==> config.mk <==
export PLATFORM = sky130hd
export DESIGN_NAME = cajero_automatico_param_flat
export DESIGN_NICKNAME = d
export VERILOG_FILES = /design/src/rtl/cajero_pkg.sv /design/src/rtl/cajero_automatico_param_if.sv /design/src/rtl/cajero_automatico_param_pin_capture.sv /design/src/rtl/cajero_automatico_param.sv /design/src/flat_wrapper.sv
export SDC_FILE = /design/constraint.sdc
export NUM_CORES = 1
export LEC_CHECK = 0
export ABC_AREA = 1
export CAP_MARGIN = 20
export CELL_PAD_IN_SITES_DETAIL_PLACEMENT = 1
export CELL_PAD_IN_SITES_GLOBAL_PLACEMENT = 1
export CORE_MARGIN = 2
export CORE_UTILIZATION = 38
export CTS_CLUSTER_SIZE = 12
export DETAILED_ROUTE_END_ITERATION = 6
export GPL_TIMING_DRIVEN = 0
export PLACE_DENSITY = 0.8
export RECOVER_POWER = 25
export SYNTH_ARGS = -nofsm -noshare
export SYNTH_HDL_FRONTEND = slang
export SYNTH_SLANG_ARGS = --single-unit
export TNS_END_PERCENT = 50
==> constraint.sdc <==
create_clock -name clk -period 5.1 [get_ports clk]
set_input_delay 1.275 -clock clk [delete_from_list [all_inputs] [get_ports clk]]
set_output_delay 1.275 -clock clk [all_outputs]
set_load 0.03 [all_outputs]
==> src/rtl/cajero_pkg.sv <==
// Shared types and defaults for the cajero_automatico_param ATM controller.
// Optional feature macro used by the family: CAJERO_TIMEOUT_EN.
package cajero_pkg;

  localparam int DEF_PIN_DIGITS = 4;
  localparam int DEF_DIGIT_W    = 4;
  localparam int DEF_MONTO_W    = 32;
  localparam int DEF_BAL_W      = 64;
  localparam int DEF_MAX_TRIES  = 3;

  localparam logic TIPO_DEPOSITO = 1'b0;
  localparam logic TIPO_RETIRO   = 1'b1;

  typedef enum logic [2:0] {
    IDLE          = 3'd0,
    LEER_PIN      = 3'd1,
    VERIFICAR_PIN = 3'd2,
    ESPERA_MONTO  = 3'd3,
    PROCESAR      = 3'd4,
    BLOQUEADO     = 3'd5
  } state_t;

endpackage

==> src/rtl/cajero_automatico_param_if.sv <==
// Keypad / transaction / result bundle for cajero_automatico_param.
// With CAJERO_TIMEOUT_EN defined the bundle also carries the TIMEOUT pulse.
interface cajero_automatico_param_if
  import cajero_pkg::*;
#(
  parameter int PIN_DIGITS = DEF_PIN_DIGITS,
  parameter int DIGIT_W    = DEF_DIGIT_W,
  parameter int MONTO_W    = DEF_MONTO_W,
  parameter int BAL_W      = DEF_BAL_W
);

  logic                          TARJETA_RECIBIDA;
  logic                          TIPO_TRANS;
  logic                          MONTO_STB;
  logic [MONTO_W-1:0]            MONTO;
  logic                          DIGITO_STB;
  logic [DIGIT_W-1:0]            DIGITO;
  logic [PIN_DIGITS*DIGIT_W-1:0] PIN;
  logic [BAL_W-1:0]              BALANCE_INICIAL;
  logic [BAL_W-1:0]              BALANCE_FINAL;
  logic                          BALANCE_ACTUALIZADO;
  logic                          ENTREGAR_DINERO;
  logic                          PIN_INCORRECTO;
  logic                          ADVERTENCIA;
  logic                          BLOQUEO;
  logic                          FONDOS_INSUFICIENTES;
  logic                          DESBORDE;
`ifdef CAJERO_TIMEOUT_EN
  logic                          TIMEOUT;
`endif

  modport master (
    output TARJETA_RECIBIDA, TIPO_TRANS, MONTO_STB, MONTO, DIGITO_STB, DIGITO,
           PIN, BALANCE_INICIAL,
    input  BALANCE_FINAL, BALANCE_ACTUALIZADO, ENTREGAR_DINERO, PIN_INCORRECTO,
           ADVERTENCIA, BLOQUEO, FONDOS_INSUFICIENTES, DESBORDE
`ifdef CAJERO_TIMEOUT_EN
    , input TIMEOUT
`endif
  );

  modport slave (
    input  TARJETA_RECIBIDA, TIPO_TRANS, MONTO_STB, MONTO, DIGITO_STB, DIGITO,
           PIN, BALANCE_INICIAL,
    output BALANCE_FINAL, BALANCE_ACTUALIZADO, ENTREGAR_DINERO, PIN_INCORRECTO,
           ADVERTENCIA, BLOQUEO, FONDOS_INSUFICIENTES, DESBORDE
`ifdef CAJERO_TIMEOUT_EN
    , output TIMEOUT
`endif
  );

endinterface

==> src/rtl/cajero_automatico_param_pin_capture.sv <==
// PIN digit capture: shift register (newest digit in the LSBs) plus digit counter.
module pin_capture #(
  parameter int PIN_DIGITS = 4,
  parameter int DIGIT_W    = 4
) (
  input  logic                          clk,
  input  logic                          rst,
  input  logic                          clr,
  input  logic                          shift_en,
  input  logic [DIGIT_W-1:0]            digit,
  output logic                          digits_full,
  output logic [PIN_DIGITS*DIGIT_W-1:0] value
);

  localparam int VW = PIN_DIGITS * DIGIT_W;
  localparam int CW = $clog2(PIN_DIGITS + 1);

  logic [VW-1:0] cap_q, cap_d;
  logic [CW-1:0] cnt_q, cnt_d;

  // clear wins over shift so a rejected entry never leaks a stray digit
  always_comb begin
    cap_d = cap_q;
    cnt_d = cnt_q;
    if (clr) begin
      cap_d = '0;
      cnt_d = '0;
    end else if (shift_en) begin
      cap_d = {cap_q[VW-DIGIT_W-1:0], digit};
      cnt_d = cnt_q + 1'b1;
    end
  end

  // capture and counter registers
  always_ff @(posedge clk or posedge rst) begin
    if (rst) begin
      cap_q <= '0;
      cnt_q <= '0;
    end else begin
      cap_q <= cap_d;
      cnt_q <= cnt_d;
    end
  end

  // high when the next accepted strobe completes the PIN
  assign digits_full = (cnt_q == CW'(PIN_DIGITS - 1));
  assign value       = cap_q;

endmodule

==> src/rtl/cajero_automatico_param.sv <==
// ATM transaction controller: PIN entry with retry limit / lock-out, then one
// deposit or withdrawal against the supplied balance.
// Optional: CAJERO_TIMEOUT_EN adds an inactivity down-counter and TIMEOUT pulse.
//
// state         | meaning
// IDLE          | no session, waiting for a card
// LEER_PIN      | collecting keypad digits
// VERIFICAR_PIN | one cycle: compare captured digits with card PIN
// ESPERA_MONTO  | PIN good, waiting for the amount strobe
// PROCESAR      | one cycle: apply deposit/withdrawal, emit result pulse
// BLOQUEADO     | card locked, only reset leaves
module cajero_automatico_param
  import cajero_pkg::*;
#(
  parameter int PIN_DIGITS = DEF_PIN_DIGITS,
  parameter int DIGIT_W    = DEF_DIGIT_W,
  parameter int MONTO_W    = DEF_MONTO_W,
  parameter int BAL_W      = DEF_BAL_W,
  parameter int MAX_TRIES  = DEF_MAX_TRIES
`ifdef CAJERO_TIMEOUT_EN
  , parameter int TIMEOUT_CYC = 1000
`endif
) (
  input logic                     clk,
  input logic                     rst,
  cajero_automatico_param_if.slave bus
);

  localparam int IW = $clog2(MAX_TRIES + 1);
  localparam logic [IW-1:0] TRIES_LOCK = IW'(MAX_TRIES);
  localparam logic [IW-1:0] TRIES_WARN = IW'(MAX_TRIES - 1);

  state_t state_q, state_d;
  logic [IW-1:0]      intentos_q, intentos_d, intentos_inc;
  logic               pin_inc_q, pin_inc_d;
  logic               adv_q, adv_d;
  logic               bloq_q, bloq_d;
  logic [BAL_W-1:0]   balance_q, balance_d;
  logic [MONTO_W-1:0] monto_q, monto_d;
  logic               tipo_q, tipo_d;
  logic               bal_act_q, bal_act_d;
  logic               entregar_q, entregar_d;
  logic               fondos_q, fondos_d;
  logic               desborde_q, desborde_d;

  logic                          cap_clr, cap_shift, cap_full;
  logic [PIN_DIGITS*DIGIT_W-1:0] cap_value;
  logic                          pin_ok;
  logic [BAL_W:0]                sum;
  logic [BAL_W-1:0]              monto_bal;
  logic                          keep_sess;

`ifdef CAJERO_TIMEOUT_EN
  localparam int TW = $clog2(TIMEOUT_CYC + 1);
  logic [TW-1:0] tmr_q, tmr_d;
  logic          timeout_q, timeout_d;
  logic          keep_q, keep_d;
  assign keep_sess = keep_q;
`else
  assign keep_sess = 1'b0;
`endif

  pin_capture #(
    .PIN_DIGITS (PIN_DIGITS),
    .DIGIT_W    (DIGIT_W)
  ) u_pin_capture (
    .clk         (clk),
    .rst         (rst),
    .clr         (cap_clr),
    .shift_en    (cap_shift),
    .digit       (bus.DIGITO),
    .digits_full (cap_full),
    .value       (cap_value)
  );

  assign pin_ok       = (cap_value == bus.PIN);
  assign intentos_inc = intentos_q + 1'b1;
  assign monto_bal    = BAL_W'(monto_q);
  assign sum          = {1'b0, bus.BALANCE_INICIAL} + {1'b0, monto_bal};

  // next-state, session flags and result pulses
  always_comb begin
    state_d    = state_q;
    intentos_d = intentos_q;
    pin_inc_d  = pin_inc_q;
    adv_d      = adv_q;
    bloq_d     = bloq_q;
    balance_d  = balance_q;
    monto_d    = monto_q;
    tipo_d     = tipo_q;
    bal_act_d  = 1'b0;
    entregar_d = 1'b0;
    fondos_d   = 1'b0;
    desborde_d = 1'b0;
    cap_clr    = 1'b0;
    cap_shift  = 1'b0;

    case (state_q)
      IDLE: begin
        cap_clr = 1'b1;
        if (bus.TARJETA_RECIBIDA) begin
          state_d = LEER_PIN;
          if (!keep_sess) begin
            intentos_d = '0;
            pin_inc_d  = 1'b0;
            adv_d      = 1'b0;
          end
        end
      end
      LEER_PIN: begin
        if (!bus.TARJETA_RECIBIDA) begin
          state_d = IDLE;
        end else if (bus.DIGITO_STB) begin
          cap_shift = 1'b1;
          if (cap_full) state_d = VERIFICAR_PIN;
        end
      end
      VERIFICAR_PIN: begin
        if (!bus.TARJETA_RECIBIDA) begin
          state_d = IDLE;
        end else if (pin_ok) begin
          pin_inc_d = 1'b0;
          adv_d     = 1'b0;
          state_d   = ESPERA_MONTO;
        end else begin
          intentos_d = intentos_inc;
          pin_inc_d  = 1'b1;
          cap_clr    = 1'b1;
          if (intentos_inc == TRIES_WARN) adv_d = 1'b1;
          if (intentos_inc == TRIES_LOCK) begin
            bloq_d  = 1'b1;
            state_d = BLOQUEADO;
          end else begin
            state_d = LEER_PIN;
          end
        end
      end
      ESPERA_MONTO: begin
        if (!bus.TARJETA_RECIBIDA) begin
          state_d = IDLE;
        end else if (bus.MONTO_STB) begin
          monto_d = bus.MONTO;
          tipo_d  = bus.TIPO_TRANS;
          state_d = PROCESAR;
        end
      end
      PROCESAR: begin
        state_d = IDLE;
        if (tipo_q == TIPO_RETIRO) begin
          if (monto_bal <= bus.BALANCE_INICIAL) begin
            balance_d  = bus.BALANCE_INICIAL - monto_bal;
            bal_act_d  = 1'b1;
            entregar_d = 1'b1;
          end else begin
            fondos_d = 1'b1;
          end
        end else if (tipo_q == TIPO_DEPOSITO) begin
          if (sum[BAL_W]) begin
            desborde_d = 1'b1;
          end else begin
            balance_d = sum[BAL_W-1:0];
            bal_act_d = 1'b1;
          end
        end
      end
      BLOQUEADO: begin
        bloq_d = 1'b1;
      end
      default: state_d = IDLE;
    endcase

`ifdef CAJERO_TIMEOUT_EN
    // inactivity timer; a timeout with the card still in keeps the try count
    tmr_d     = tmr_q;
    timeout_d = 1'b0;
    keep_d    = keep_q;
    if (state_q == IDLE) keep_d = 1'b0;
    if ((state_q == LEER_PIN || state_q == ESPERA_MONTO) &&
        bus.TARJETA_RECIBIDA && (tmr_q == '0)) begin
      state_d   = IDLE;
      cap_shift = 1'b0;
      timeout_d = 1'b1;
      keep_d    = 1'b1;
    end else if ((state_d == LEER_PIN || state_d == ESPERA_MONTO) &&
                 ((state_d != state_q) || cap_shift)) begin
      tmr_d = TW'(TIMEOUT_CYC);
    end else if ((state_q == LEER_PIN || state_q == ESPERA_MONTO) && (tmr_q != '0)) begin
      tmr_d = tmr_q - 1'b1;
    end
`endif
  end

  // state and output registers
  always_ff @(posedge clk or posedge rst) begin
    if (rst) begin
      state_q    <= IDLE;
      intentos_q <= '0;
      pin_inc_q  <= 1'b0;
      adv_q      <= 1'b0;
      bloq_q     <= 1'b0;
      balance_q  <= '0;
      monto_q    <= '0;
      tipo_q     <= 1'b0;
      bal_act_q  <= 1'b0;
      entregar_q <= 1'b0;
      fondos_q   <= 1'b0;
      desborde_q <= 1'b0;
`ifdef CAJERO_TIMEOUT_EN
      tmr_q      <= '0;
      timeout_q  <= 1'b0;
      keep_q     <= 1'b0;
`endif
    end else begin
      state_q    <= state_d;
      intentos_q <= intentos_d;
      pin_inc_q  <= pin_inc_d;
      adv_q      <= adv_d;
      bloq_q     <= bloq_d;
      balance_q  <= balance_d;
      monto_q    <= monto_d;
      tipo_q     <= tipo_d;
      bal_act_q  <= bal_act_d;
      entregar_q <= entregar_d;
      fondos_q   <= fondos_d;
      desborde_q <= desborde_d;
`ifdef CAJERO_TIMEOUT_EN
      tmr_q      <= tmr_d;
      timeout_q  <= timeout_d;
      keep_q     <= keep_d;
`endif
    end
  end

  assign bus.BALANCE_FINAL        = balance_q;
  assign bus.BALANCE_ACTUALIZADO  = bal_act_q;
  assign bus.ENTREGAR_DINERO      = entregar_q;
  assign bus.PIN_INCORRECTO       = pin_inc_q;
  assign bus.ADVERTENCIA          = adv_q;
  assign bus.BLOQUEO              = bloq_q;
  assign bus.FONDOS_INSUFICIENTES = fondos_q;
  assign bus.DESBORDE             = desborde_q;
`ifdef CAJERO_TIMEOUT_EN
  assign bus.TIMEOUT              = timeout_q;
`endif

endmodule

==> src/flat_wrapper.sv <==
// flat-port wrapper written by rule: the top's interface ports become plain ports
module cajero_automatico_param_flat import cajero_pkg::*;
#(
  parameter int PIN_DIGITS = DEF_PIN_DIGITS,
  parameter int DIGIT_W    = DEF_DIGIT_W,
  parameter int MONTO_W    = DEF_MONTO_W,
  parameter int BAL_W      = DEF_BAL_W,
  parameter int MAX_TRIES  = DEF_MAX_TRIES

)
  (clk, rst, bus_TARJETA_RECIBIDA, bus_TIPO_TRANS, bus_MONTO_STB, bus_MONTO, bus_DIGITO_STB, bus_DIGITO, bus_PIN, bus_BALANCE_INICIAL, bus_BALANCE_FINAL, bus_BALANCE_ACTUALIZADO, bus_ENTREGAR_DINERO, bus_PIN_INCORRECTO, bus_ADVERTENCIA, bus_BLOQUEO, bus_FONDOS_INSUFICIENTES, bus_DESBORDE);
  cajero_automatico_param_if #(.PIN_DIGITS(PIN_DIGITS), .DIGIT_W(DIGIT_W), .MONTO_W(MONTO_W), .BAL_W(BAL_W)) bus_i ();
  input logic clk;
  input logic rst;
  input wire logic [$bits(bus_i.TARJETA_RECIBIDA)-1:0] bus_TARJETA_RECIBIDA;
  input wire logic [$bits(bus_i.TIPO_TRANS)-1:0] bus_TIPO_TRANS;
  input wire logic [$bits(bus_i.MONTO_STB)-1:0] bus_MONTO_STB;
  input wire logic [$bits(bus_i.MONTO)-1:0] bus_MONTO;
  input wire logic [$bits(bus_i.DIGITO_STB)-1:0] bus_DIGITO_STB;
  input wire logic [$bits(bus_i.DIGITO)-1:0] bus_DIGITO;
  input wire logic [$bits(bus_i.PIN)-1:0] bus_PIN;
  input wire logic [$bits(bus_i.BALANCE_INICIAL)-1:0] bus_BALANCE_INICIAL;
  output wire logic [$bits(bus_i.BALANCE_FINAL)-1:0] bus_BALANCE_FINAL;
  output wire logic [$bits(bus_i.BALANCE_ACTUALIZADO)-1:0] bus_BALANCE_ACTUALIZADO;
  output wire logic [$bits(bus_i.ENTREGAR_DINERO)-1:0] bus_ENTREGAR_DINERO;
  output wire logic [$bits(bus_i.PIN_INCORRECTO)-1:0] bus_PIN_INCORRECTO;
  output wire logic [$bits(bus_i.ADVERTENCIA)-1:0] bus_ADVERTENCIA;
  output wire logic [$bits(bus_i.BLOQUEO)-1:0] bus_BLOQUEO;
  output wire logic [$bits(bus_i.FONDOS_INSUFICIENTES)-1:0] bus_FONDOS_INSUFICIENTES;
  output wire logic [$bits(bus_i.DESBORDE)-1:0] bus_DESBORDE;
  assign bus_i.TARJETA_RECIBIDA = bus_TARJETA_RECIBIDA;
  assign bus_i.TIPO_TRANS = bus_TIPO_TRANS;
  assign bus_i.MONTO_STB = bus_MONTO_STB;
  assign bus_i.MONTO = bus_MONTO;
  assign bus_i.DIGITO_STB = bus_DIGITO_STB;
  assign bus_i.DIGITO = bus_DIGITO;
  assign bus_i.PIN = bus_PIN;
  assign bus_i.BALANCE_INICIAL = bus_BALANCE_INICIAL;
  assign bus_BALANCE_FINAL = bus_i.BALANCE_FINAL;
  assign bus_BALANCE_ACTUALIZADO = bus_i.BALANCE_ACTUALIZADO;
  assign bus_ENTREGAR_DINERO = bus_i.ENTREGAR_DINERO;
  assign bus_PIN_INCORRECTO = bus_i.PIN_INCORRECTO;
  assign bus_ADVERTENCIA = bus_i.ADVERTENCIA;
  assign bus_BLOQUEO = bus_i.BLOQUEO;
  assign bus_FONDOS_INSUFICIENTES = bus_i.FONDOS_INSUFICIENTES;
  assign bus_DESBORDE = bus_i.DESBORDE;
  cajero_automatico_param #(.PIN_DIGITS(PIN_DIGITS), .DIGIT_W(DIGIT_W), .MONTO_W(MONTO_W), .BAL_W(BAL_W), .MAX_TRIES(MAX_TRIES)) u_core (.clk(clk), .rst(rst), .bus(bus_i));
endmodule
**Word level (Yosys, flattened, before mapping)**

Index checks and enable logic that the tools add are counted.

- Output and inout port bits: 71
- Bits of input ports: 122
- Bits in registers: 128

- Reduce and logical (&&, ||, !) cells: 11
- $add $sub $neg: 4
- Order comparisons: 1
- Muxes and demuxes: 50
- Equal/unequal tests: 19
- Bitwise gates (word level): 1

Operators with widths:

| operator | count |
|---|---|
| $mux 64 | 3 |
| $add 64x32->65 | 1 |
| $le 32x64->1 | 1 |
| $sub 64x32->64 | 1 |
| $mux 3 | 11 |
| $mux 16 | 2 |
| $mux 1 | 25 |
| $eq 16x16->1 | 1 |
| $pmux 3 s5 | 1 |
| $reduce_and 4->1 | 3 |
| $eq 3x2->1 const B | 3 |
| $reduce_and 3->1 | 3 |
| $ne 2x2->1 const B | 4 |
| $pmux 1 s2 | 4 |
| $eq 3x3->1 const B | 2 |
| $mux 2 | 3 |
| $ne 3x3->1 const B | 2 |
| $reduce_bool 2->1 | 3 |
| $reduce_and 5->1 | 1 |
| $eq 2x2->1 const B | 2 |
| $ne 2x1->1 const B | 2 |
| $pmux 2 s2 | 1 |
| $add 3x1->3 const B | 1 |
| $eq 3x1->1 const B | 1 |
| other kinds (5) | 5 |

**Longest topological paths before layout**

Gate-level depths: netlist of run 1.

- Depth in word-level cells: 6
- Depth in mapped cells: 20
- Mapped depth without buffers: 19

**Modules after synthesis**

From an unflattened synthesis of run 1, not the netlist that was laid out.

- Cell total of the unflattened synthesis: 2348
- Area, all modules: 13361.6 um^2

By module, submodules not included:

| module | area each (um^2) | cells an instance | times used |
|---|---|---|---|
| cajero_automatico_param | 12548.3 | 2260 | 1 |
| pin_capture | 813.3 | 88 | 1 |

**Worst setup path after synthesis of run 1**

No wires, ideal clock.

- Path kind: input -> register
- From: input port bus_BALANCE_INICIAL[0]
- To: register u_core.balance_q[31] (netlist: u_core.bus.BALANCE_FINAL[31])
- Arrival time: 3.096 ns
- Stages: 17
- Path slack: 1.939 ns
- Path buffers: 2
- Required time: 5.035 ns
- Path through: inv_1 -> ha_1 -> inv_1 -> fa_1 -> nand3_1 -> nand3_1 -> nand2_1 -> nand2_1 -> nand2_1 -> nand3_1 -> nand2_1 -> nand4_2 -> nand3_2 -> buf_6 -> buf_4 -> nand2_1 -> nand2_1

- Cells in the longest elaborated chain, start to end: 3
- Elaborated cells on any way between the ends: 9
- Classes of those cells: add/sub: 2; order compare: 1; eq/ne: 2; mux: 3; reduce/logical: 1

Ends and longest elaborated chain:

| item | line | RTL |
|---|---|---|
| start: declaration | flat_wrapper.sv:22 | `input wire logic [$bits(bus_i.BALANCE_INICIAL)-1:0] bus_BALANCE_INICIAL;` |
| $add 64x32->65, or another cell as far along | cajero_automatico_param.sv:79 | `assign sum = {1'b0, bus.BALANCE_INICIAL} + {1'b0, monto_bal};` |
| $ne 2x1->1 (no source line), or another cell as far along | n/a |  |
| $reduce_and 3->1 (no source line) / $mux 64 (equally long branches) | n/a |  |
| end signal: assignment | cajero_automatico_param.sv:219 | `balance_q <= balance_d;` |
| end: declaration | cajero_automatico_param.sv:38 | `logic [BAL_W-1:0] balance_q, balance_d;` |

Parallel ways exist; a longest one is shown, timed or not. The select of a mux whose other input is x is not followed.
A chain may end at the register's enable or synchronous reset.

**Worst setup path in the final report of run 1**

- From: input port bus_BALANCE_INICIAL[24]
- To: register u_core.balance_q[27] (netlist: u_core.bus.BALANCE_FINAL[27])

Same word-level chain as after synthesis.

==> flow_metrics.env, run 1 <==
export IMPL_cpLargestDelayFamily="simple AND/OR/NAND/NOR gates"
export IMPL_path_buf_inv=2
export IMPL_place_gp_congestion=0.998
export IMPL_cts_reportedPaths_clkPinSlew_ps=70
export IMPL_cts_hold_buf=0
export IMPL_syn_to_final_growth_pct=23.7
export IMPL_dieArea_mm2=0.0360
export IMPL_syn_nets=2520
export IMPL_crit_start="bus_BALANCE_INICIAL[24]"
export IMPL_ant_nets=0
export IMPL_drc=0
export IMPL_routed_wl_um=64400
export IMPL_postCtsSetupRepairBufs=0
export IMPL_r2r_start="u_core.monto_q[23]"
export IMPL_syn_avg_cell_area_um2=5.63
export IMPL_ys_warn_count=0
export IMPL_finalCritPeriodShare_pct=87.0
export IMPL_max_clock_freq_mhz=225
export IMPL_final_setup_tns_ps=0
export IMPL_reg2reg_depth=14
export IMPL_track_usage_pct=36.0
export IMPL_drtPass1Iterations=5
export IMPL_hp_class="reg2reg"
export IMPL_cts_root_buf="clkbuf_16"
export IMPL_synth_edf_count=0
export IMPL_core_rowCount=67
export IMPL_violations="capacitance limit, slew limit"
export IMPL_synth_seq_cells=128
export IMPL_cts_buffer_depth=2
export IMPL_dp_hpwl_um=54300
export IMPL_final_cell_mix="942 x nand2_1, 392 x inv_1, 248 x nor2_1, 191 x clkdlybuf4s50_1, 134 x nand3_1"
export IMPL_critical_path_required_ps=5500
export IMPL_drv_cap=1
export IMPL_syn_inst=2328
export IMPL_final_nets=2733
export IMPL_rsz0062_at_grt="false"
export IMPL_dp_cells=2969
export IMPL_final_max_slew_violation_count=56
export IMPL_hold_viol_final=0
export IMPL_leakage_nw=8.68
export IMPL_status="finished with violations"
export IMPL_crit_fanout=10
export IMPL_clock_skew_ps=11.6
export IMPL_instances_no_fill=3002
export IMPL_period_needed_ps=4440
export IMPL_crit_path_start_kind="input port"
export IMPL_path_depth=13
export IMPL_async_reset_ff_share_pct=100
export IMPL_syn_area_mm2=0.0131
export IMPL_die_h_um=190
export IMPL_power_density_mw_per_mm2=172
export IMPL_drtIter0Drc=1188
export IMPL_endpoint="u_core.bus.BALANCE_FINAL[27]"
export IMPL_end_kind="register"
export IMPL_synth_cell_types=42
export IMPL_crit_chain="clkdlybuf4s50_1, ha_1, nand2_1, nor2_1, nand2_1, nor2_1, nor2_1, nand4_2, nand2_2, nor2_4, buf_4, nand3_1, nand2_1"
export IMPL_cts_max_level=4
export IMPL_cts_buffers=17
export IMPL_rrSetupSlack_ps=1570
export IMPL_cp_arrival_ps=4830
export IMPL_synth_main_ff_cell="dfrtp_1"
export IMPL_core_mm2=0.0337
export IMPL_grt_pass1_wl_um=96000
export IMPL_die_width_um=190
export IMPL_cts_sinks=128
export IMPL_slew_limit_headroom_pct=-79.6
export IMPL_portBuffers=192
export IMPL_reg2reg_to="u_core.bus.BALANCE_FINAL[27]"
export IMPL_drive_gt1_share_pct=3.45
export IMPL_diodes=0
export IMPL_wl_per_cell_um=21.5
export IMPL_gr_total_overflow=0
export IMPL_slowest_delay_ps=510
export IMPL_ys_seq_area_share_pct=24.5
export IMPL_vias=16000
export IMPL_power_mw=2.79
export IMPL_layout_commonest_cell="nand2_1"
export IMPL_cts_tree="built"
export IMPL_ios=193
export IMPL_antenna_found_initial=0
export IMPL_vias_per_cell=5.33
export IMPL_holdWs_ps=480
export IMPL_grt_max_degree=74
export IMPL_peakVddDrop_uv=257
export IMPL_grt_pass1_vias=16100
export IMPL_path_class="in2reg"
export IMPL_start_util_pct=38.9
export IMPL_cts_resized=0
export IMPL_clk_latency_ps=460
export IMPL_worst_slew_pin_slew_ps=2680
export IMPL_slowest_stage="ha_1"
export IMPL_setup_viol=0
[power by group]
| part | total [mW] | internal, mW | switching [mW] |
|---|---|---|---|
| Clock | 1.28 | 0.719 | 0.563 |
| Combinational | 0.491 | 0.172 | 0.320 |
| Sequential | 1.02 | 1.02 | 0.000448 |
[per-stage QoR]
| step | setup slack [ps] | cell area [µm²] | utilization, % |
|---|---|---|---|
| final | 665 | 16200 | 48.1 |
| after CTS | 782 | 16200 | 48.1 |
| after floorplan | 412 | 13100 | - |
| after global placement | -1480 | 15600 | 46.2 |
| after global routing | 643 | 16200 | 48.1 |
| after detailed placement | 301 | 15600 | 46.3 |
[worst register-to-register path, cell delays in order (launching register included)]
cell and delay (ps):
dfrtp_1 360, inv_1 60, ha_1 270, buf_2 210, nand2_1 130, nor2_1 510, a21oi_1 210, nor2_1 340
nor2_1 210, nand4_2 180, nand2_2 80, nor2_4 290, buf_4 330, nand3_1 180, nand2_1 90
[worst min path at each step]
stage | from | endpoint | depth (start not counted) | slack [ps]
6_report | u_core.bus.BALANCE_FINAL[42] | u_core.bus.BALANCE_FINAL[42] | 2 | 480
5_1_grt | u_core.bus.BALANCE_FINAL[53] | u_core.bus.BALANCE_FINAL[53] | 2 | 500
4_1_cts | u_core.bus.BALANCE_FINAL[57] | u_core.bus.BALANCE_FINAL[57] | 2 | 480
3_5_place_dp | u_core.bus.BALANCE_FINAL[57] | u_core.bus.BALANCE_FINAL[57] | 2 | 470
3_3_place_gp | u_core.bus.BALANCE_FINAL[57] | u_core.bus.BALANCE_FINAL[57] | 2 | 460
2_1_floorplan | u_core.u_pin_capture.cnt_q[2] | u_core.u_pin_capture.cnt_q[2] | 2 | 510
[synthesized netlist by cell type (6+ instances only)]
| library cell | instances | share of area, % |
|---|---|---|
| o21ai_1 | 26 | 0.99 |
| nand3b_1 | 14 | 0.80 |
| nor2_1 | 248 | 7.1 |
| nand3_1 | 134 | 5.1 |
| xnor2_1 | 16 | 1.1 |
| nand2_1 | 942 | 27 |
| nor3_1 | 34 | 1.3 |
| o21ai_0 | 57 | 2.2 |
| inv_2 | 8 | 0.23 |
| nand4_1 | 27 | 1.3 |
| buf_2 | 18 | 0.69 |
| clkbuf_1 | 20 | 0.57 |
| nor4_1 | 8 | 0.38 |
| ha_1 | 68 | 6.5 |
| o211ai_1 | 11 | 0.63 |
| o21bai_1 | 6 | 0.34 |
| inv_1 | 393 | 11 |
| a21oi_1 | 102 | 3.9 |
| xor2_1 | 20 | 1.3 |
| dfrtp_1 | 128 | 24 |
[routing by layer]
metal | global-route usage, % | up-vias | wire [µm]
li1 | - | 7544 | -
met1 | 48.6 | 7756 | 28900
met2 | 57.0 | 596 | 28500
met3 | 4.76 | 118 | 3980
met4 | 16.8 | 0 | 3080
met5 | 0 | - | 0
[flip-flops by register name, indices dropped and copies added, names as in the netlist]
name	count
u_core.bus.ENTREGAR_DINERO	1
u_core.bus.FONDOS_INSUFICIENTES	1
u_core.bus.BLOQUEO	1
u_core.state_q	3
u_core.bus.PIN_INCORRECTO	1
u_core.bus.ADVERTENCIA	1
u_core.bus.DESBORDE	1
u_core.bus.BALANCE_FINAL	64
u_core.monto_q	32
u_core.u_pin_capture.value	16
u_core.intentos_q	2
u_core.tipo_q	1
u_core.u_pin_capture.cnt_q	3
u_core.bus.BALANCE_ACTUALIZADO	1
[layout make-up]
class	count	area, µm²
fillers	4766	17500
multi-input cells	1744	8100
flip-flops and latches	128	3200
repair buffers	194	1960
inverters	403	1510
well taps	448	561
clock buffers	20	467
plain buffers	53	279
clock inverters	12	121
[cell families (layout without fill, tap and decap cells)]
family / count (synthesis) / count (layout) / share of synthesized area [%]
compound gates: 210 / 210 / 8.50
xor+xnor: 36 / 36 / 2.41
fa+ha+maj: 70 / 70 / 6.80
buf+inv: 456 / 682 / 13.7
flops: 128 / 128 / 24.5
mux: 1 / 1 / 0.0860
simple gates: 1427 / 1427 / 44.1
Note: power is estimated with default switching activity, not from simulation.
==> run 2, diff against run 1 <==
--- a/config.mk
+++ b/config.mk
@@ -18,5 +18,6 @@
 export RECOVER_POWER = 25
 export SYNTH_ARGS = -nofsm -noshare
 export SYNTH_HDL_FRONTEND = slang
+export SYNTH_HIERARCHICAL = 1
 export SYNTH_SLANG_ARGS = --single-unit
 export TNS_END_PERCENT = 50
==> constraint.sdc (replaced) <==
create_clock -name clk -period 4.5 [get_ports clk]
set_input_delay 1.125 -clock clk [delete_from_list [all_inputs] [get_ports clk]]
set_output_delay 1.125 -clock clk [all_outputs]
set_load 0.03 [all_outputs]
==> run 2 against run 1 <==
Effect of this change:
- worst setup slack gained 55 ps
- register-to-register slack lost 130 ps
- largest power group unchanged
- synthesized area grew 2.0%
- sequential cell count is the same
- final cell count grew 0.90%
- the run still ends with capacitance limit, slew limit left
- largest cell class unchanged
- count of clock-buffer cells in the layout shrank 2
==> flow_metrics.env, run 2 <==
export IMPL_syn_inst=2348
export IMPL_clk_latency_ps=470
export IMPL_synth_top_cells_by_count="938 x nand2_1, 397 x inv_1, 249 x nor2_1"
export IMPL_place_gp_congestion=1.05
export IMPL_violations="capacitance limit, slew limit"
export IMPL_cts_resized=0
export IMPL_min_to="u_core/bus.BALANCE_FINAL[62]"
export IMPL_synth_seq_cells=128
export IMPL_syn_nets=2540
export IMPL_ys_warn_count=6
export IMPL_r2r_start="u_core/monto_q[11]"
export IMPL_cpLargestDelayFamily="simple AND/OR/NAND/NOR gates"
export IMPL_core_mm2=0.0345
export IMPL_path_class="in2reg"
export IMPL_syn_to_final_growth_pct=23.1
export IMPL_routed_wl_um=60900
export IMPL_dp_hpwl_um=51900
export IMPL_cp_arrival_ps=4160
export IMPL_power_internal_mw=2.13
export IMPL_ant_nets=0
export IMPL_finalCritPeriodShare_pct=84.0
export IMPL_power_frac_clock_pct=45.5
export IMPL_antenna_found_initial=2
export IMPL_max_clock_freq_mhz=265
export IMPL_dp_cells=2996
export IMPL_vias_per_cell=5.22
export IMPL_synth_edf_count=0
export IMPL_setup_viol=0
export IMPL_rsz0062_at_grt="false"
export IMPL_dieArea_mm2=0.0367
export IMPL_yosysMostFrequentCell="nand2_1"
export IMPL_reg2reg_depth=15
export IMPL_period_needed_ps=3780
export IMPL_synth_main_ff_cell="dfrtp_1"
export IMPL_pwr_share_comb_pct=17.7
export IMPL_end_kind="register"
export IMPL_drive_gt1_share_pct=4.97
export IMPL_cpMostUsedCell="nand2_1"
export IMPL_wl_per_cell_um=20.1
export IMPL_cts_root_buf="clkbuf_16"
export IMPL_grt_pass1_wl_um=92500
export IMPL_drtIter0Drc=1035
export IMPL_synth_top_area_cell="nand2_1"
export IMPL_status="finished with violations"
export IMPL_reg2reg_to="u_core/bus.BALANCE_FINAL[25]"
export IMPL_async_reset_ff_share_pct=100
export IMPL_drc=0
export IMPL_largest_register_ffs=64
export IMPL_crit_start="bus_BALANCE_INICIAL[11]"
export IMPL_rrSetupSlack_ps=1440
export IMPL_power_mw=3.14
export IMPL_hp_start="u_core/bus.BALANCE_FINAL[62]"
export IMPL_path_buf_inv=4
export IMPL_path_depth=15
export IMPL_vias=15800
export IMPL_slowest_delay_ps=510
export IMPL_grt_pass1_vias=16200
export IMPL_gr_total_overflow=0
export IMPL_final_nets=2752
export IMPL_ys_seq_area_share_pct=24.0
export IMPL_postCtsSetupRepairBufs=0
export IMPL_layout_commonest_cell="nand2_1"
export IMPL_drv_cap=1
export IMPL_crit_chain="clkdlybuf4s50_1, ha_1, inv_1, a21oi_1, nand2_1, a21oi_1, nand2_1, nand3_1, nand2_1, nand2_1, inv_2, nor2_8, buf_6, nand3_1, nand2_1"
export IMPL_start_util_pct=38.7
export IMPL_cts_hold_buf=0
export IMPL_power_density_mw_per_mm2=191
export IMPL_synthTopCellsByArea="nand2_1 26%, dfrtp_1 24%, inv_1 11%"
export IMPL_instances_no_fill=3029
export IMPL_worst_slew_pin_slew_ps=2080
export IMPL_hold_depth=2
export IMPL_final_max_slew_violation_count=40
export IMPL_slowest_stage="ha_1"
export IMPL_final_cell_mix="938 x nand2_1, 396 x inv_1, 249 x nor2_1, 190 x clkdlybuf4s50_1, 150 x nand3_1"
export IMPL_syn_area_mm2=0.0134
export IMPL_syn_avg_cell_area_um2=5.69
export IMPL_hp_class="reg2reg"
export IMPL_grt_max_degree=71
export IMPL_clock_skew_ps=25.0
export IMPL_slew_limit_headroom_pct=-39.6
export IMPL_cts_buffer_depth=2
export IMPL_die_h_um=192
export IMPL_cts_tree="built"
export IMPL_ios=193
export IMPL_p_sw_share_pct=32.1
export IMPL_synth_top_area_share_pct=26.4
export IMPL_cts_buffers=17
export IMPL_core_rowCount=68
export IMPL_seq_power_share_pct=36.7
export IMPL_leakage_nw=8.87
export IMPL_hold_viol_final=0
export IMPL_track_usage_pct=33.8
export IMPL_portBuffers=191
export IMPL_peakVddDrop_uv=277
export IMPL_synth_cell_types=44
export IMPL_cts_sinks=128
export IMPL_p_switching_mw=1.01
export IMPL_final_setup_tns_ps=0
export IMPL_crit_fanout=10
export IMPL_drtPass1Iterations=6
export IMPL_cts_reportedPaths_clkPinSlew_ps=60
export IMPL_die_width_um=192
export IMPL_crit_path_start_kind="input port"
export IMPL_critical_path_required_ps=4880
export IMPL_cts_max_level=4
run 2: area by class of cell:
cell class | instances | area (µm²)
clock buffer | 18 | 439
buffer | 59 | 358
antenna | 1 | 2.50
clock inverter | 14 | 133
sequential | 128 | 3200
tap | 455 | 569
fill | 4841 | 18100
timing repair buffer | 193 | 1950
multi-input combinational | 1755 | 8280
inverter | 406 | 1530
run 2: worst max-delay path by stage:
stage	to	slack (ps)
2_1_floorplan	u_core/bus.ADVERTENCIA	500
3_3_place_gp	u_core/bus.BALANCE_FINAL[6]	-1220
3_5_place_dp	u_core/bus.BALANCE_FINAL[21]	340
4_1_cts	u_core/bus.BALANCE_FINAL[21]	750
5_1_grt	u_core/bus.BALANCE_FINAL[21]	560
6_report	u_core/bus.BALANCE_FINAL[25]	720
run 2: cells by family (layout without fill, tap and decap cells):
logic type	after synthesis	after routing	share of synthesized area, %
simple gates	1453	1453	44.9
buf+inv	465	690	14.1
compound gates	200	200	8.27
flops	128	128	24.0
fa+ha+maj	70	70	6.67
xor+xnor	31	31	2.03
mux	1	1	0.0843
other cells	0	1	0
run 2: stage by stage:
stage	instance area (µm²)	util [%]	setup WS, ps	hold slack (ps)
after floorplan	13400	-	501	446
after global placement	15800	45.9	-1220	459
after detailed placement	15900	46.0	340	466
after CTS	16500	47.6	750	483
after global routing	16500	47.6	560	501
final	16500	47.6	720	480
run 2: per-layer routing:
| layer | part of all wire [%] | global-route usage (%) | vias to the layer above |
|---|---|---|---|
| met2 | 45 | 54.9 | 477 |
| li1 | - | - | 7586 |
| met3 | 7.2 | 4.92 | 68 |
| met1 | 45 | 46.5 | 7686 |
| met4 | 2.5 | 9.32 | 0 |
| met5 | 0 | 0 | - |
run 2: power groups by stage:
stage	logic [mW]	clock network, mW	registers (mW)
floorplan	0.265	0	1.17
global placement	0.528	0	1.17
detailed placement	0.543	0	1.17
CTS	0.547	1.45	1.15
global route	0.605	1.50	1.15
finish	0.556	1.43	1.15
run 2: worst reg2reg max path, cell delays in order (launching register included):
cell     delay, ps
dfrtp_1        350
inv_1           60
ha_1           490
inv_1          120
a21oi_1        270
nand2_1        220
a21oi_1        180
nand2_1        120
nand3_1         90
nand2_1        100
nand2_1        120
inv_2           70
nor2_8         230
buf_6          210
nand3_1        240
nand2_1        120
==> run 3, diff against run 2 <==
--- a/config.mk
+++ b/config.mk
@@ -10,11 +10,11 @@
 export CELL_PAD_IN_SITES_DETAIL_PLACEMENT = 1
 export CELL_PAD_IN_SITES_GLOBAL_PLACEMENT = 1
 export CORE_MARGIN = 2
-export CORE_UTILIZATION = 38
+export CORE_UTILIZATION = 35
 export CTS_CLUSTER_SIZE = 12
 export DETAILED_ROUTE_END_ITERATION = 6
 export GPL_TIMING_DRIVEN = 0
-export PLACE_DENSITY = 0.8
+export PLACE_DENSITY = 0.77
 export RECOVER_POWER = 25
 export SYNTH_ARGS = -nofsm -noshare
 export SYNTH_HDL_FRONTEND = slang
==> constraint.sdc (replaced) <==
create_clock -name clk -period 3.4 [get_ports clk]
set_input_delay 0.85 -clock clk [delete_from_list [all_inputs] [get_ports clk]]
set_output_delay 0.85 -clock clk [all_outputs]
set_load 0.03 [all_outputs]
==> run 3 against run 2 <==
Effect of this change:
- the run now ends clean
- worst hold slack worse by 0.91 ps
- sequential cell count unchanged
- sequential power up 32%
- wire length up 4.1%
- register-to-register slack worse by 880 ps
- cell area up 1.3%
- via count down 0.44%
- power up 31%
- core utilization down 3.4 points
- global-route usage down 1.2 points
- largest cell class unchanged
- highest routed layer unchanged
==> flow_metrics.env, run 3 (synthesis gave the netlist of run 2 again) <==
export IMPL_gr_total_overflow=0
export IMPL_crit_path_start_kind="input port"
export IMPL_cpMostUsedCell="nand2_1"
export IMPL_syn_to_final_growth_pct=24.8
export IMPL_dp_hpwl_um=54500
export IMPL_instances_no_fill=3088
export IMPL_portBuffers=191
export IMPL_hold_viol_final=0
export IMPL_cts_reportedPaths_clkPinSlew_ps=60
export IMPL_status="finished, final reports clean"
export IMPL_start_util_pct=35.5
export IMPL_path_class="in2reg"
export IMPL_diodes=0
export IMPL_drtIter0Drc=969
export IMPL_power_density_mw_per_mm2=247
export IMPL_end_kind="register"
export IMPL_ant_nets=0
export IMPL_dp_cells=3052
export IMPL_grt_use_met2_pct=54.0
export IMPL_drc=0
export IMPL_place_gp_congestion=1.05
export IMPL_critical_path_required_ps=3780
export IMPL_cts_buffers=17
export IMPL_finalCritPeriodShare_pct=96.5
export IMPL_met1_usage_pct=44.6
export IMPL_layout_commonest_cell="nand2_1"
export IMPL_core_mm2=0.0377
export IMPL_slowest_delay_ps=450
export IMPL_grt_pass1_wl_um=95400
export IMPL_placed_area_mm2=0.0160
export IMPL_dieArea_mm2=0.0398
export IMPL_clk_latency_ps=460
export IMPL_drive_gt1_share_pct=6.52
export IMPL_cts_hold_buf=0
export IMPL_period_needed_ps=3280
export IMPL_slowest_stage="ha_2"
export IMPL_ios=193
export IMPL_drtPass1Iterations=6
export IMPL_cp_arrival_ps=3660
export IMPL_leakage_nw=8.89
export IMPL_finish_instance_area_mm2=0.0167
export IMPL_final_nets=2756
export IMPL_crit_chain="clkdlybuf4s50_1, ha_2, inv_1, a21oi_1, nand2_1, a21oi_1, nand2_2, nand3_1, nand2_2, nand2_1, inv_2, nor2_8, buf_6, nand3_1, nand2_1"
export IMPL_grt_busiest_layer="met2"
export IMPL_hp_class="reg2reg"
export IMPL_setup_viol=0
export IMPL_grt_max_degree=44
export IMPL_crit_fanout=10
export IMPL_num_fill_cells=5266
export IMPL_cts_root_buf="clkbuf_16"
export IMPL_die_width_um=199
export IMPL_clock_skew_ps=15.3
export IMPL_slew_limit_headroom_pct=8.18
export IMPL_worst_slew_pin_slew_ps=1370
export IMPL_met3_usage_pct=5.03
export IMPL_antenna_found_initial=0
export IMPL_cts_tree="built"
export IMPL_vias_per_cell=5.10
export IMPL_drv_cap=0
export IMPL_peakVddDrop_uv=352
export IMPL_fin_ws_ps=117
export IMPL_largest_register_ffs=64
export IMPL_cts_buffer_depth=2
export IMPL_vias=15700
export IMPL_die_h_um=199
export IMPL_final_max_slew_violation_count=0
export IMPL_power_mw=4.12
export IMPL_cts_max_level=4
export IMPL_track_usage_pct=32.6
export IMPL_cts_sinks=128
export IMPL_core_rowCount=71
export IMPL_wl_per_cell_um=20.5
export IMPL_max_clock_freq_mhz=305
export IMPL_final_cell_mix="931 x nand2_1, 394 x inv_1, 243 x nor2_1, 189 x clkdlybuf4s50_1, 145 x nand3_1"
export IMPL_routed_wl_um=63300
export IMPL_place_ws_ps=-536
export IMPL_grt_pass1_vias=16300
run 3: cell count changes in the layout (fill, tap and decap cells not counted), sizes merged, moves of 2 or more:
cell	change
clkbuf	+5
buf	+2
clkinv	-2
inv	-2
run 3: what timing repair did:
action,CTS,global route
cloned,0,0
endpoints found under the setup margin,7,64
gates resized for setup,3,44
endpoints found under the hold margin,0,0
pin swaps,1,2
buffers inserted,3,1
run 3: per-layer routing:
| metal | vias to the layer above | part of all wire (%) |
|---|---|---|
| li1 | 7590 | - |
| met1 | 7685 | 47 |
| met2 | 419 | 46 |
| met3 | 53 | 5.9 |
| met4 | 0 | 1.7 |
| met5 | - | 0 |
run 3: path summary, 6_finish.rpt:
path	start	cells after the start	slack (ps)	endpoint
min in group asynchronous	rst	2	1010	u_core/u_pin_capture/value[8]
min	u_core/bus.BALANCE_FINAL[48]	2	480	u_core/bus.BALANCE_FINAL[48]
max reg2reg	u_core/monto_q[4]	15	560	u_core/bus.BALANCE_FINAL[53]
max in group asynchronous	rst	3	540	u_core/bus.BALANCE_FINAL[28]
max	bus_BALANCE_INICIAL[11]	15	120	u_core/bus.BALANCE_FINAL[27]
min reg2reg	u_core/bus.BALANCE_FINAL[48]	2	480	u_core/bus.BALANCE_FINAL[48]
run 3: critical path, delay by kind of cell:
kind	cells	cell delay, ps
adders and majority gates	1	450
and+or+nand+nor	8	1060
buffers and inverters	4	800
AOI/OAI and AO/OA	2	500
run 3: per-stage QoR:
stage                     hold slack, ps  util [%]  setup TNS, ps
after global placement               461      42.3         -23830
after CTS                            482      44.0              0
after detailed placement             465      42.4         -27900
after floorplan                      446         -              0
final                                479      44.3              0
after global routing                 504      44.3           -173
run 3: cell type report:
class	count	area, µm²	area share [%]
Clock inverter	11	106	0.638
Inverter	406	1530	9.15
Timing Repair Buffer	197	1950	11.7
Tap cell	511	639	3.83
Buffer	59	363	2.18
Multi-Input combinational cell	1755	8410	50.4
Sequential cell	128	3200	19.2
Clock buffer	21	470	2.82
run 3: where the power goes:
| part | internal (mW) | leakage [nW] | switching, mW |
|---|---|---|---|
| combinational | 0.261 | 7.01 | 0.489 |
| clock | 1.07 | 0.276 | 0.782 |
| sequential | 1.52 | 1.60 | 0.000274 |
